File: src/rtl/mm_bridge.sv
// mm_bridge
// Bridges the core's main-memory line interface onto a request/acknowledge
// memory slave. A line request is turned into a burst of LINE_WORDS beats.
// The burst starts at the requested word and wraps within the line.
//
// Parameters
//   LINE_WORDS     beats per line (power of two, 1..16)
//   TIMEOUT_CYCLES maximum ACK wait per beat (only with MM_BRIDGE_TIMEOUT_EN)
//
// Build option
//   MM_BRIDGE_TIMEOUT_EN  when defined, a beat that waits TIMEOUT_CYCLES REQ
//                         cycles without ACK is abandoned. MM_ERR and MM_DONE
//                         pulse and the bridge returns to IDLE. When not
//                         defined, REQ waits forever and MM_ERR is tied low.
//
// Ports
//   GCLK, RESET        clock, synchronous active-high reset
//   MMA, MMnWR         core line address, read(1)/write(0) select
//   MMD_Out            core write data for the current beat
//   MM_CE, MM_New_Line core enable, line start request
//   MMD_In             last read beat returned to the core
//   MM_VALID           one-cycle strobe per completed beat
//   MM_DONE            one-cycle strobe on the first IDLE cycle after the
//                      final, CE-aborted or timed-out beat
//   MM_BUSY            burst in progress (REQ or RESP)
//   MM_ERR             one-cycle timeout strobe
//   MEM_REQ, MEM_WE    slave request, slave write enable
//   MEM_ADDR           slave byte address, word aligned
//   MEM_WDATA          slave write data
//   MEM_RDATA, MEM_ACK slave read data, slave acknowledge
//
// state | meaning
// ------+----------------------------------------------------------
// IDLE  | no burst; waits for MM_CE & MM_New_Line
// REQ   | MEM_REQ high; address/data held until MEM_ACK is sampled
// RESP  | beat complete; MM_VALID high; continue, or finish the burst

module mm_bridge #(
   parameter int LINE_WORDS     = 4,
   parameter int TIMEOUT_CYCLES = 255
) (
   input  logic        GCLK,
   input  logic        RESET,
   input  logic [31:0] MMA,
   input  logic        MMnWR,
   input  logic [31:0] MMD_Out,
   input  logic        MM_CE,
   input  logic        MM_New_Line,
   output logic [31:0] MMD_In,
   output logic        MM_VALID,
   output logic        MM_DONE,
   output logic        MM_BUSY,
   output logic        MM_ERR,
   output logic        MEM_REQ,
   output logic        MEM_WE,
   output logic [31:0] MEM_ADDR,
   output logic [31:0] MEM_WDATA,
   input  logic [31:0] MEM_RDATA,
   input  logic        MEM_ACK
);

   localparam int IDX_W = (LINE_WORDS > 1) ? $clog2(LINE_WORDS) : 1;
   localparam logic [IDX_W-1:0] IDX_MASK  = IDX_W'(LINE_WORDS - 1);
   localparam logic [IDX_W-1:0] LAST_BEAT = IDX_W'(LINE_WORDS - 1);
   // byte-offset bits inside one line; clearing them gives the line base
   localparam logic [31:0] LINE_MASK = 32'(LINE_WORDS * 4 - 1);

   typedef enum logic [1:0] {
      ST_IDLE,
      ST_REQ,
      ST_RESP
   } state_t;

   state_t           state;
   logic [31:0]      base_addr;
   logic [IDX_W-1:0] start_idx;
   logic [IDX_W-1:0] beat_k;
   logic [IDX_W-1:0] next_k;
   logic [IDX_W-1:0] mma_idx;
   logic             last_beat;

   assign next_k    = beat_k + IDX_W'(1);
   assign mma_idx   = MMA[2 +: IDX_W] & IDX_MASK;
   assign last_beat = (beat_k == LAST_BEAT);

   // Word index wraps inside the line because the sum is masked to the
   // line size, so the burst never leaves the line.
   function automatic logic [31:0] beat_addr(input logic [31:0]      base,
                                             input logic [IDX_W-1:0] start,
                                             input logic [IDX_W-1:0] k);
      logic [IDX_W-1:0] idx;
      idx = (start + k) & IDX_MASK;
      return base | (32'(idx) << 2);
   endfunction

`ifdef MM_BRIDGE_TIMEOUT_EN
   localparam int TO_W = ($clog2(TIMEOUT_CYCLES + 1) > 8) ? $clog2(TIMEOUT_CYCLES + 1) : 8;
   // Expire on the last permitted REQ cycle so the error strobe lands
   // exactly TIMEOUT_CYCLES cycles after MEM_REQ rises.
   localparam logic [TO_W-1:0] TO_LIMIT = TO_W'(TIMEOUT_CYCLES - 1);

   logic [TO_W-1:0] to_cnt;
`else
   assign MM_ERR = 1'b0;
`endif

   always_ff @(posedge GCLK) begin
      if (RESET) begin
         state     <= ST_IDLE;
         base_addr <= '0;
         start_idx <= '0;
         beat_k    <= '0;
         MMD_In    <= '0;
         MM_VALID  <= 1'b0;
         MM_DONE   <= 1'b0;
         MM_BUSY   <= 1'b0;
         MEM_REQ   <= 1'b0;
         MEM_WE    <= 1'b0;
         MEM_ADDR  <= '0;
         MEM_WDATA <= '0;
`ifdef MM_BRIDGE_TIMEOUT_EN
         MM_ERR    <= 1'b0;
         to_cnt    <= '0;
`endif
      end else begin
         MM_VALID <= 1'b0;
         MM_DONE  <= 1'b0;
`ifdef MM_BRIDGE_TIMEOUT_EN
         MM_ERR   <= 1'b0;
`endif
         case (state)
            ST_IDLE: begin
               if (MM_CE && MM_New_Line) begin
                  state     <= ST_REQ;
                  MEM_REQ   <= 1'b1;
                  MM_BUSY   <= 1'b1;
                  MEM_WE    <= ~MMnWR;
                  MEM_WDATA <= MMD_Out;
                  base_addr <= MMA & ~LINE_MASK;
                  start_idx <= mma_idx;
                  beat_k    <= '0;
                  MEM_ADDR  <= beat_addr(MMA & ~LINE_MASK, mma_idx, '0);
`ifdef MM_BRIDGE_TIMEOUT_EN
                  to_cnt    <= '0;
`endif
               end
            end

            ST_REQ: begin
               // ACK takes priority over an expiring timeout in the same cycle
               if (MEM_ACK) begin
                  state    <= ST_RESP;
                  MEM_REQ  <= 1'b0;
                  MM_VALID <= 1'b1;
                  if (!MEM_WE) begin
                     MMD_In <= MEM_RDATA;
                  end
               end
`ifdef MM_BRIDGE_TIMEOUT_EN
               else if (to_cnt == TO_LIMIT) begin
                  state   <= ST_IDLE;
                  MEM_REQ <= 1'b0;
                  MM_BUSY <= 1'b0;
                  MM_ERR  <= 1'b1;
                  MM_DONE <= 1'b1;
               end else begin
                  to_cnt <= to_cnt + TO_W'(1);
               end
`endif
            end

            ST_RESP: begin
               // Dropping MM_CE only takes effect here, so the beat in
               // flight always completes before the burst is cut short.
               if (last_beat || !MM_CE) begin
                  state   <= ST_IDLE;
                  MM_BUSY <= 1'b0;
                  MM_DONE <= 1'b1;
               end else begin
                  state     <= ST_REQ;
                  MEM_REQ   <= 1'b1;
                  beat_k    <= next_k;
                  MEM_ADDR  <= beat_addr(base_addr, start_idx, next_k);
                  MEM_WDATA <= MMD_Out;
`ifdef MM_BRIDGE_TIMEOUT_EN
                  to_cnt    <= '0;
`endif
               end
            end

            default: begin
               state   <= ST_IDLE;
               MEM_REQ <= 1'b0;
               MM_BUSY <= 1'b0;
            end
         endcase
      end
   end

endmodule

File: config.mk
export PLATFORM = sky130hd
export DESIGN_NAME = mm_bridge
export DESIGN_NICKNAME = d
export VERILOG_FILES = /design/src/rtl/mm_bridge.sv
export SDC_FILE = /design/constraint.sdc
export NUM_CORES = 1
export LEC_CHECK = 0
export CAP_MARGIN = 20
export CORE_AREA = 2 2 136 138
export DETAILED_ROUTE_END_ITERATION = 10
export DIE_AREA = 0 0 138 140
export GPL_TIMING_DRIVEN = 0
export PLACE_DENSITY_LB_ADDON = 0.3
export SETUP_SLACK_MARGIN = 0.3
export SKIP_LAST_GASP = 1
export SYNTH_ARGS = -nofsm -noshare
export SYNTH_HDL_FRONTEND = slang
export SYNTH_SLANG_ARGS = --single-unit
File: constraint.sdc
create_clock -name GCLK -period 3.2 [get_ports GCLK]
set_input_delay 0.64 -clock GCLK [delete_from_list [all_inputs] [get_ports GCLK]]
set_output_delay 0.64 -clock GCLK [all_outputs]
set_load 0.02 [all_outputs]
==> Yosys cells after proc, flatten, opt, wreduce, memory -nomap -nowiden <==
Index checks and enable logic that the tools add are counted.
{ "op_classes": {"eq_ne": 7, "bitwise": 6, "reduce_logical": 13, "muxes": 21, "add_sub_neg": 2} }
{ "op_table": {"columns": ["cell", "count"], "rows": [
  ["32-bit 2-to-1 mux", 4],
  ["32-bit case mux with 2 select lines", 2],
  ["32-bit by 4-bit OR with 32-bit output", 2],
  ["3-bit AND reduction", 4],
  ["2-bit 2-to-1 mux", 4],
  ["2-bit != test, second input constant", 4],
  ["1-bit 2-to-1 mux", 7],
  ["1-bit case mux with 3 select lines", 2],
  ["2-bit case mux with 3 select lines", 1],
  ["2-bit equality test, second input constant", 2],
  ["1-bit inverter", 4],
  ["2-bit case mux with 2 select lines", 1],
  ["2-bit AND reduction", 2],
  ["2-bit OR reduction", 2],
  ["2-bit by 1-bit adder with 2-bit output, second input constant", 1],
  ["2-bit adder", 1],
  ["2-bit by 1-bit equality test with 1-bit output, second input constant", 1],
  ["2-bit zero test", 1],
  ["2-bit nonzero test", 1],
  ["1-bit logical AND", 1],
  ["1-bit zero test", 1],
  ["1-bit logical OR", 1]
]} }
{ "word_totals": {"output_inout_bits": 102, "ff_bits": 135, "inputBits": 102, "elab_cells": 61} }

==> Depth between registers and ports, before layout <==
Gate-level depths: netlist of the first run.
{ "depth": {"ltp_word": 5, "depth_mapped": 7, "mapped_depth_nobuf": 6} }

==> Least setup slack after synthesis of the first run <==
Ideal clock, no wire load.
{ "synth_path": {"path_type": "input -> register", "start": "input RESET", "end": "register MEM_WDATA[10]", "arrival_time_ns": 1.536, "path_buffers": 3, "stages": 4, "setup_time_ns": 0.143, "required_ns": 3.057, "setup_slack_ns": 1.521, "path_cell_list": "buf_2 clkbuf_1 clkbuf_1 a21oi_2"} }
{ "synth_lines": {"columns": ["element", "line", "source"], "rows": [
  ["start, declared", "43", "input logic RESET,"],
  ["end signal, assigned", "138", "MEM_WDATA <= MMD_Out;"],
  ["end signal, assigned", "184", "MEM_WDATA <= MMD_Out;"],
  ["end, declared", "57", "output logic [31:0] MEM_WDATA,"]
]} }
No word-level cell between the ends.

==> Worst setup path in the final report of the first run <==
{ "layout_path": {"start": "register MEM_WE", "end": "output MEM_WE"} }
{ "layout_lines": {"columns": ["element", "line", "source"], "rows": [
  ["start, declared", "55", "output logic MEM_WE,"],
  ["start signal, assigned", "137", "MEM_WE <= ~MMnWR;"]
]} }
No word-level cell between the ends.

==> run_results.csv, run 1 <==
group,metric,value,unit
synth,synth_seq_cells,133,
setup_path,worst-setup-path-type,"flop to primary output",
timing,rsz0062_at_grt,"false",
pwr,power_leakage,3.124,nW
synth,yosysSeqAreaShare,48.76,%
place,place_congestion,0.7275,
grt,grt_start_max_net_pins,17,
setup_path,crit_path_top_delay_cell,"clkdlybuf4s50_1",
drt,wire_per_inst,14.52,µm
synth,ys_dominant_reg_cell,"dfxtp_1",
hold_path,whs_path_depth,2,
synth,synth_compound_area_share,19.00,%
floorplanning,die_w,138,µm
setup_path,worstSetupStartpoint,"MEM_WE$_SDFFE_PP0P_",
cts,htree_num_levels,4,
setup_path,cp.arrival,1440,ps
setup_path,r2r-end,"MEM_WDATA[30]$_SDFFE_PP0P_",
drt,antenna_left,0,
synth,synth_top_area_share,48.76,%
synth,yosys.area_share.simple,19.32,%
final_layout,regArea,2663,µm²
setup_path,worst-path-max-fanout,4,
timing,period_share,65.11,%
hold_path,hp-class,"flop to flop",
grt,grt_pass1_wl,23500,µm
grt,antenna_found_initial,0,
synth,synth_top_cell_by_area,"dfxtp_1",
timing,finalHoldViolations,0,
synth,synth-edff-count,0,
cts,cts-resized-gates,0,
timing,tightest_slew,776.9,ps
floorplanning,placeableCoreArea,17780,µm²
timing,setup_slack,1117,ps
setup_path,cp.required,2560,ps
final_layout,diodes,0,
pwr,p_per_area,549.3,nW/µm²
place,dp_hpwl,11050,µm
setup_path,max_stage_delay,650,ps
synth,async_reset_ff_share,0,%
setup_path,cp_num_buf_inv,1,
grt,grt_pass1_vias,4314,
run,maxCapViolations,0,
timing,drv_slew,0,
drt,vias,4661,
synth,syn_avg_cell_area,9.192,µm²
setup_path,rr_startpoint,"beat_k[0]$_SDFFE_PP0P_",
synth,synthAdderAreaFrac,0.4583,%
setup_path,cp_top_family,"buffers and inverters",
setup_path,end_kind,"primary output",
floorplanning,initial_core_util,30.71,%
grt,grt_use_total,15.53,%
drt,drc,0,
synth,synth_common_cells,"160 x nand2_1, 133 x dfxtp_1, 67 x a21oi_1, 35 x nor2_1",
final_layout,post_route_cells_drive_above_1_share,19.88,%
setup_path,reg2reg_depth,6,
floorplanning,dieArea,19320,µm²
synth,synth-xor-area-share,0.3208,%
final_layout,design_area,8373,µm²
synth,synthTopCellsByArea,"dfxtp_1 49%, nand2_1 11%, a211oi_2 6.6%, a21oi_1 6.1%, mux2i_1 5.3%",
timing,finalClockSkew,4.923,ps
grt,grt_remaining_overflow,0,
cts,cts_buffers,17,
synth,yosysMostFrequentCell,"nand2_1",
place,port_buffers,197,
drt,totalWireLength,15310,µm
grt,grt_busiest_layer,"met2",
floorplanning,pin_count,204,
timing,fin_tns_setup,0,ps
grt,gr-usage-met2,25.43,%
cts,cts.clk_slew.worst_paths,60,ps
final_layout,n_fill_cell,1748,
setup_path,regToRegSetupSlack,1420,ps
synth,synth_top_family_by_area,"simple AND/OR/NAND/NOR gates",
final_layout,nets,916,
floorplanning,dieHeight,140,µm
cts,cts_setup_buffers,0,
setup_path,worstPathCellList,"clkdlybuf4s50_1",
place,placed_area,7726,µm²
cts,clk_latency,420,ps
cts,root_buffer,"clkbuf_16",
pwr,vdd_ir_drop_max,366.5,µV
cts,cts_buffer_depth,2,
final_layout,syn2layout_area_growth,53.35,%
place,dp_slack,914.8,ps
drt,routed_via_density,4.422,
setup_path,cp-start-kind,"flop",
final_layout,multi_input_area,2436,µm²
synth,synthMuxAreaShare,5.316,%
floorplanning,placementRows,49,
timing,fin_crit,2083,ps
timing,slew_headroom,48.21,%
drt,drtIter0Drc,197,
synth,yosysUniqueCellTypes,37,
cts,hold_buffers,0,
synth,ys_warn_count,0,
hold_path,min_to,"base_addr[12]$_SDFFE_PP0P_",
synth,syn_inst,594,
grt,met1_usage,18.98,%
pwr,p_total,4.599,mW
drt,first_pass_iters,6,
cts,clkSinkCount,133,
timing,setup_viol_count_final,0,
timing,fmax,480.0,MHz
timing,hold_ws,452.3,ps
grt,met3_usage,5.436,%
cts,cts_tree,"yes",
synth,syn_area,5460,µm²
outcome,outcome,"finished, final reports clean",
hold_path,min-delay-start,"base_addr[12]$_SDFFE_PP0P_",
## placed cells by master, fill, tap and decap left out, types with 3 or more instances in the layout
cell type,synthesis,routed
clkdlybuf4s50_1,0,197
nand2_1,160,160
dfxtp_1,133,133
a21oi_1,67,67
nor2_1,35,35
nand2_2,31,31
a21oi_2,31,31
mux2i_1,29,29
a211oi_2,29,29
clkbuf_1,18,18
clkbuf_16,0,17
buf_2,12,12
buf_4,12,12
buf_12,7,7
clkinv_2,0,5
bufinv_16,0,5
inv_1,3,3
conb_1,1,3
## state kept, by name (all words and copies together), names as in the netlist
register,count
MM_BUSY,1
MMD_In,32
base_addr,28
MM_DONE,1
beat_k,2
MEM_WDATA,32
MEM_ADDR,30
MEM_WE,1
state,2
start_idx,2
MEM_REQ,1
MM_VALID,1
## power by group
group	internal [mW]	switching (mW)	total, mW
clock network	1.40	0.742	2.14
registers	1.74	0.0431	1.78
logic	0.341	0.336	0.677
total	3.48	1.12	4.60
## per-layer routing
layer / part of all wire, % / vias to the layer above / routed length (µm)
li1: - / 2402 / -
met1: 44 / 2122 / 6806
met2: 48 / 122 / 7370
met3: 5.8 / 15 / 895
met4: 1.5 / 0 / 232
met5: 0 / - / 0
## layout make-up
| type | count | share of cell area [%] |
|---|---|---|
| clock buffer | 18 | 5.245 |
| buffer | 49 | 4.274 |
| timing repair buffer | 197 | 23.55 |
| sequential | 133 | 31.80 |
| inverter | 3 | 0.1345 |
| multi-input combinational | 411 | 29.09 |
| tap | 229 | 3.422 |
| clock inverter | 14 | 2.481 |
## per-stage QoR
| step | util [%] | std cells |
|---|---|---|
| 6_report | 47.09 | 1054 |
| 5_1_grt | 47.09 | 1054 |
| 4_1_cts | 47.09 | 1054 |
| 3_5_place_dp | 43.46 | 1022 |
| 3_3_place_gp | 43.46 | 1022 |
| 2_1_floorplan | - | 596 |
## cell families (layout without fill, tap and decap cells)
kind of cell,Yosys count,after routing
AOI/OAI and AO/OA,133,133
adders and majority gates,2,2
DFF,133,133
xor gates and xnor gates,2,2
buffers and inverters,52,281
other,1,3
and+or+nand+nor,242,242
muxes,29,29
## worst register-to-register path, delay by kind of cell, from the launching register on
family / cells / cell delay, ps
compound gates: 2 / 430
flops: 1 / 380
simple gates: 2 / 370
buf+inv: 1 / 320
fa+ha+maj: 1 / 220
## worst max path at each step
| stage | to | slack, ps | cells after the start |
|---|---|---|---|
| final | MEM_WE | 1120 | 1 |
| after global routing | MEM_WE | 1040 | 1 |
| after CTS | MEM_WE | 1080 | 1 |
| after detailed placement | base_addr[30]$_SDFFE_PP0P_ | 910 | 4 |
| after global placement | MMD_In[11]$_SDFFE_PP0P_ | 920 | 6 |
| after floorplan | MEM_WDATA[10]$_SDFFE_PP0P_ | 1520 | 4 |
No activity file was read; power rests on OpenSTA's default activity.
==> run 2: changes to the inputs <==
==> constraint.sdc (replaced) <==
create_clock -name GCLK -period 2.1 [get_ports GCLK]
set_input_delay 0.42 -clock GCLK [delete_from_list [all_inputs] [get_ports GCLK]]
set_output_delay 0.42 -clock GCLK [all_outputs]
set_load 0.02 [all_outputs]
==> run_results.csv, run 2 (synthesis gave the netlist of run 1 again) <==
group,metric,value,unit
outcome,outcome,"finished, final reports clean",
setup_path,reg2reg_depth,6,
setup_path,crit_path_top_delay_cell,"clkdlybuf4s50_1",
setup_path,cp-start-kind,"flop",
setup_path,worstPathCellList,"clkdlybuf4s50_1",
floorplanning,placementRows,49,
grt,grt_use_total,15.51,%
grt,grt_remaining_overflow,0,
final_layout,diodes,0,
timing,rsz0062_at_grt,"true",
cts,htree_num_levels,4,
timing,drv_slew,0,
timing,slew_headroom,47.71,%
drt,drc,0,
cts,hold_buffers,0,
cts,clkSinkCount,133,
pwr,p_total,6.971,mW
drt,vias,4647,
timing,period_share,84.09,%
final_layout,n_fill_cell,1753,
timing,fmax,566.3,MHz
drt,antenna_left,0,
final_layout,layout_commonest_cell,"nand2_1",
final_layout,final_cells,1055,
setup_path,cp_top_family,"buffers and inverters",
cts,cts_buffers,17,
final_layout,largestRegisters,"MEM_WDATA: 32 flops, MMD_In: 32 flops, MEM_ADDR: 30 flops",
setup_path,critPathCapture,"MEM_ADDR[24]",
setup_path,worst-setup-path-type,"flop to primary output",
pwr,vdd_ir_drop_max,555.8,µV
drt,routed_via_density,4.405,
setup_path,cp_num_buf_inv,1,
timing,setup_viol_count_final,0,
timing,setup_slack,334.0,ps
cts,clk_latency,420,ps
timing,finalHoldViolations,0,
drt,drtIter0Drc,173,
setup_path,r2r-end,"MEM_WDATA[30]$_SDFFE_PP0P_",
floorplanning,initial_core_util,30.71,%
setup_path,cp.required,1680,ps
timing,tightest_slew,784.3,ps
setup_path,worstSetupStartpoint,"MEM_ADDR[24]$_SDFFE_PP0P_",
place,dp_hpwl,11050,µm
cts,cts_buffer_depth,2,
timing,fin_tns_setup,0,ps
grt,grt_start_max_net_pins,17,
final_layout,syn2layout_area_growth,54.90,%
final_layout,mostFrequentLayoutCells,"160 x nand2_1, 133 x dfxtp_1, 105 x clkdlybuf4s50_1",
place,dp_slack,34.82,ps
cts,root_buffer,"clkbuf_16",
hold_path,hp-class,"flop to flop",
setup_path,regToRegSetupSlack,410,ps
pwr,p_per_area,824.2,nW/µm²
setup_path,max_stage_delay,610,ps
setup_path,rr_startpoint,"beat_k[0]$_SDFFE_PP0P_",
pwr,power_leakage,4.163,nW
drt,first_pass_iters,4,
cts,cts.clk_slew.worst_paths,50,ps
final_layout,regArea,2663,µm²
floorplanning,dieArea,19320,µm²
timing,fin_crit,1766,ps
place,place_inst,1022,
setup_path,end_kind,"primary output",
drt,wire_per_inst,14.64,µm
setup_path,worst-path-max-fanout,2,
drt,totalWireLength,15450,µm
grt,grt_pass1_vias,4310,
final_layout,nets,917,
final_layout,multi_input_area,2436,µm²
floorplanning,dieHeight,140,µm
cts,cts_tree,"yes",
run,maxCapViolations,0,
place,place_congestion,0.7275,
timing,finalClockSkew,6.565,ps
floorplanning,pin_count,204,
grt,antenna_found_initial,0,
setup_path,cp.depth,1,
floorplanning,die_w,138,µm
grt,grt_pass1_wl,23490,µm
final_layout,post_route_cells_drive_above_1_share,20.10,%
setup_path,cp.arrival,1350,ps
floorplanning,placeableCoreArea,17780,µm²
place,port_buffers,197,
[run 2: cell types whose count changed in the layout (fill, tap and decap cells not counted), sizes merged]
cell and change:
buf +1, dlygate4sd2 +43, clkdlybuf4s50 -92, dlymetal6s2s +49
[run 2: routing by layer]
layer  up-vias  part of all wire [%]  track usage (%)
met5         -                     0                0
met3        15                   5.6            5.368
met2       121                    48            25.40
met1      2108                    45            19.00
met4         0                   1.5            5.585
li1       2403                     -                -
[run 2: worst min-delay path by stage]
stage                                from                         end  slack, ps  cells past startpoint
2_1_floorplan      beat_k[1]$_SDFFE_PP0P_      beat_k[1]$_SDFFE_PP0P_        440                      2
3_3_place_gp      MMD_In[21]$_SDFFE_PP0P_     MMD_In[21]$_SDFFE_PP0P_        440                      2
3_5_place_dp       MMD_In[2]$_SDFFE_PP0P_      MMD_In[2]$_SDFFE_PP0P_        450                      2
4_1_cts            MMD_In[6]$_SDFFE_PP0P_      MMD_In[6]$_SDFFE_PP0P_        450                      2
5_1_grt        base_addr[20]$_SDFFE_PP0P_  base_addr[20]$_SDFFE_PP0P_        470                      2
6_report          MMD_In[31]$_SDFFE_PP0P_     MMD_In[31]$_SDFFE_PP0P_        450                      2
[run 2: cell type report]
type / count / share of cell area (%)
clock buffers: 18 / 5.192
repair buffers: 198 / 24.22
plain buffers: 49 / 4.334
inverters: 3 / 0.1331
clock inverters: 14 / 2.456
multi-input cells: 411 / 28.80
well taps: 229 / 3.388
flip-flops and latches: 133 / 31.48
[run 2: metrics by stage]
step	util (%)	cell area [µm²]	hold slack, ps
6_report	47.57	8458	450.6
5_1_grt	47.57	8458	470.7
4_1_cts	46.79	8319	453.7
3_5_place_dp	43.46	7726	446.3
3_3_place_gp	43.46	7726	441.1
2_1_floorplan	-	5468	435.6
[run 2: repair_timing]
item / in CTS / in global routing
buffers inserted: 0 / 1
setup endpoints to repair: 43 / 79
pin swaps: 0 / 1
gates resized for setup: 43 / 57
[run 2: power by group]
part	switching (mW)	internal [mW]	leakage, nW
sequential	0.0629	2.65	1.09
clock	1.13	2.13	0.315
combinational	0.513	0.486	2.76
==> run 3: changes to the inputs <==
==> constraint.sdc (replaced) <==
create_clock -name GCLK -period 1.8 [get_ports GCLK]
set_input_delay 0.36 -clock GCLK [delete_from_list [all_inputs] [get_ports GCLK]]
set_output_delay 0.36 -clock GCLK [all_outputs]
set_load 0.02 [all_outputs]
==> run_results.csv, run 3 (synthesis gave the netlist of run 1 again) <==
group,metric,value,unit
grt,antenna_found_initial,1,
timing,setup_slack,155.9,ps
setup_path,cp.required,2070,ps
cts,cts.clk_slew.worst_paths,60,ps
place,dp_slack,-205.2,ps
timing,fmax,608.2,MHz
timing,fin_crit,1644,ps
final_layout,design_area,8937,µm²
timing,hold_ws,323.8,ps
floorplanning,dieArea,19320,µm²
setup_path,cp.arrival,1910,ps
drt,drc,0,
place,placed_area,7726,µm²
place,place_congestion,0.7275,
floorplanning,placementRows,49,
cts,htree_num_levels,4,
final_layout,nets,939,
final_layout,layout_commonest_cell,"nand2_1",
final_layout,final_cells,1078,
drt,routed_via_density,4.471,
grt,grt_pass1_vias,4486,
timing,period_share,91.34,%
timing,tightest_slew,807.8,ps
floorplanning,die_w,138,µm
timing,setup_viol_count_final,0,
pwr,seqPwrFrac,38.2,%
final_layout,post_route_cells_drive_above_1_share,28.07,%
pwr,p_total,8.314,mW
setup_path,worst-path-max-fanout,10,
drt,vias,4820,
setup_path,end_kind,"flop",
pwr,switching_power,2.088,mW
pwr,clkPwrFrac,45.8,%
floorplanning,dieHeight,140,µm
timing,rsz0062_at_grt,"true",
grt,grt_use_total,16.39,%
cts,root_buffer,"clkbuf_16",
cts,cts_buffer_depth,2,
drt,first_pass_iters,4,
grt,grt_pass1_wl,24740,µm
pwr,combPwrFrac,16.0,%
cts,clk_latency,420,ps
grt,grt_remaining_overflow,0,
timing,drv_slew,0,
outcome,outcome,"finished, final reports clean",
timing,finalHoldViolations,0,
floorplanning,initial_core_util,30.71,%
floorplanning,placeableCoreArea,17780,µm²
setup_path,worst-setup-path-type,"flop to flop",
place,port_buffers,197,
pwr,vdd_ir_drop_max,654.4,µV
final_layout,final_util,50.27,%
timing,finalClockSkew,5.022,ps
timing,slew_headroom,46.15,%
pwr,p_per_area,930.3,nW/µm²
final_layout,n_fill_cell,1721,
hold_path,hp-class,"input port to flop",
drt,drtIter0Drc,180,
drt,antenna_left,0,
run,maxCapViolations,0,
cts,hold_buffers,0,
final_layout,largestRegisters,"MEM_WDATA: 32 flops, MMD_In: 32 flops, MEM_ADDR: 30 flops",
grt,grt_start_max_net_pins,17,
pwr,swShare,25.11,%
place,place_inst,1022,
setup_path,cp-start-kind,"flop",
drt,wire_per_inst,15.20,µm
timing,fin_tns_setup,0,ps
final_layout,syn2layout_area_growth,63.68,%
pwr,power_leakage,3.909,nW
cts,cts_buffers,17,
floorplanning,pin_count,204,
pwr,p_int,6.226,mW
place,dp_hpwl,11050,µm
cts,clkSinkCount,133,
cts,cts_tree,"yes",
final_layout,mostFrequentLayoutCells,"146 x nand2_1, 129 x dfxtp_1, 97 x clkdlybuf4s50_1",
drt,totalWireLength,16390,µm
## run 3: power groups by stage
stage,sequential (mW),clock (mW),combinational (mW)
after floorplan,3.36,0,0.502
after global placement,3.23,0,1.21
after detailed placement,3.23,0,1.22
after CTS,3.17,3.89,1.27
after global routing,3.19,4.03,1.42
final,3.18,3.81,1.33
## run 3: critical path, stage by stage (launching register included)
cell      delay, ps
dfxtp_4         360
ha_4            130
and2b_2         230
o21a_4          210
buf_8           140
clkbuf_4        210
nor2_1          150
a211oi_2         60
## run 3: area by class of cell
type	instances	area (µm²)	area share (%)
multi-input combinational	411	2720	30.44
sequential	133	2673	29.90
timing repair buffer	220	2197	24.58
clock buffer	18	439.2	4.914
buffer	49	400.4	4.480
tap	229	286.5	3.206
clock inverter	14	207.7	2.324
inverter	3	11.26	0.1260
antenna	1	2.502	0.02800
## run 3: layer usage
metal  GRT usage (%)  up-vias  routed length [µm]  part of all wire (%)
met5               0        -                   0                     0
met4           5.585        0                 230                   1.4
met3           5.402       19                 906                   5.5
met2           27.18      108                7965                    49
met1           20.09     2235                7287                    44
li1                -     2458                   -                     -
## run 3: worst paths after layout
check	startpoint	end	slack [ps]	cells after the start
hold / removal	MEM_ACK	state[1]$_SDFFE_PP0P_	320	3
setup / recovery	beat_k[0]$_SDFFE_PP0P_	MEM_ADDR[13]$_SDFFE_PP0P_	160	7
setup reg to reg	beat_k[0]$_SDFFE_PP0P_	MEM_ADDR[13]$_SDFFE_PP0P_	160	7
hold reg to reg	MEM_WDATA[18]$_SDFFE_PP0P_	MEM_WDATA[18]$_SDFFE_PP0P_	450	2
## run 3: repair_timing
item,4_1_cts,5_1_grt
endpoints found under the setup margin,211,165
gates resized for setup,167,99
gates cloned,7,3
setup buffers,10,3
pin swaps,33,31
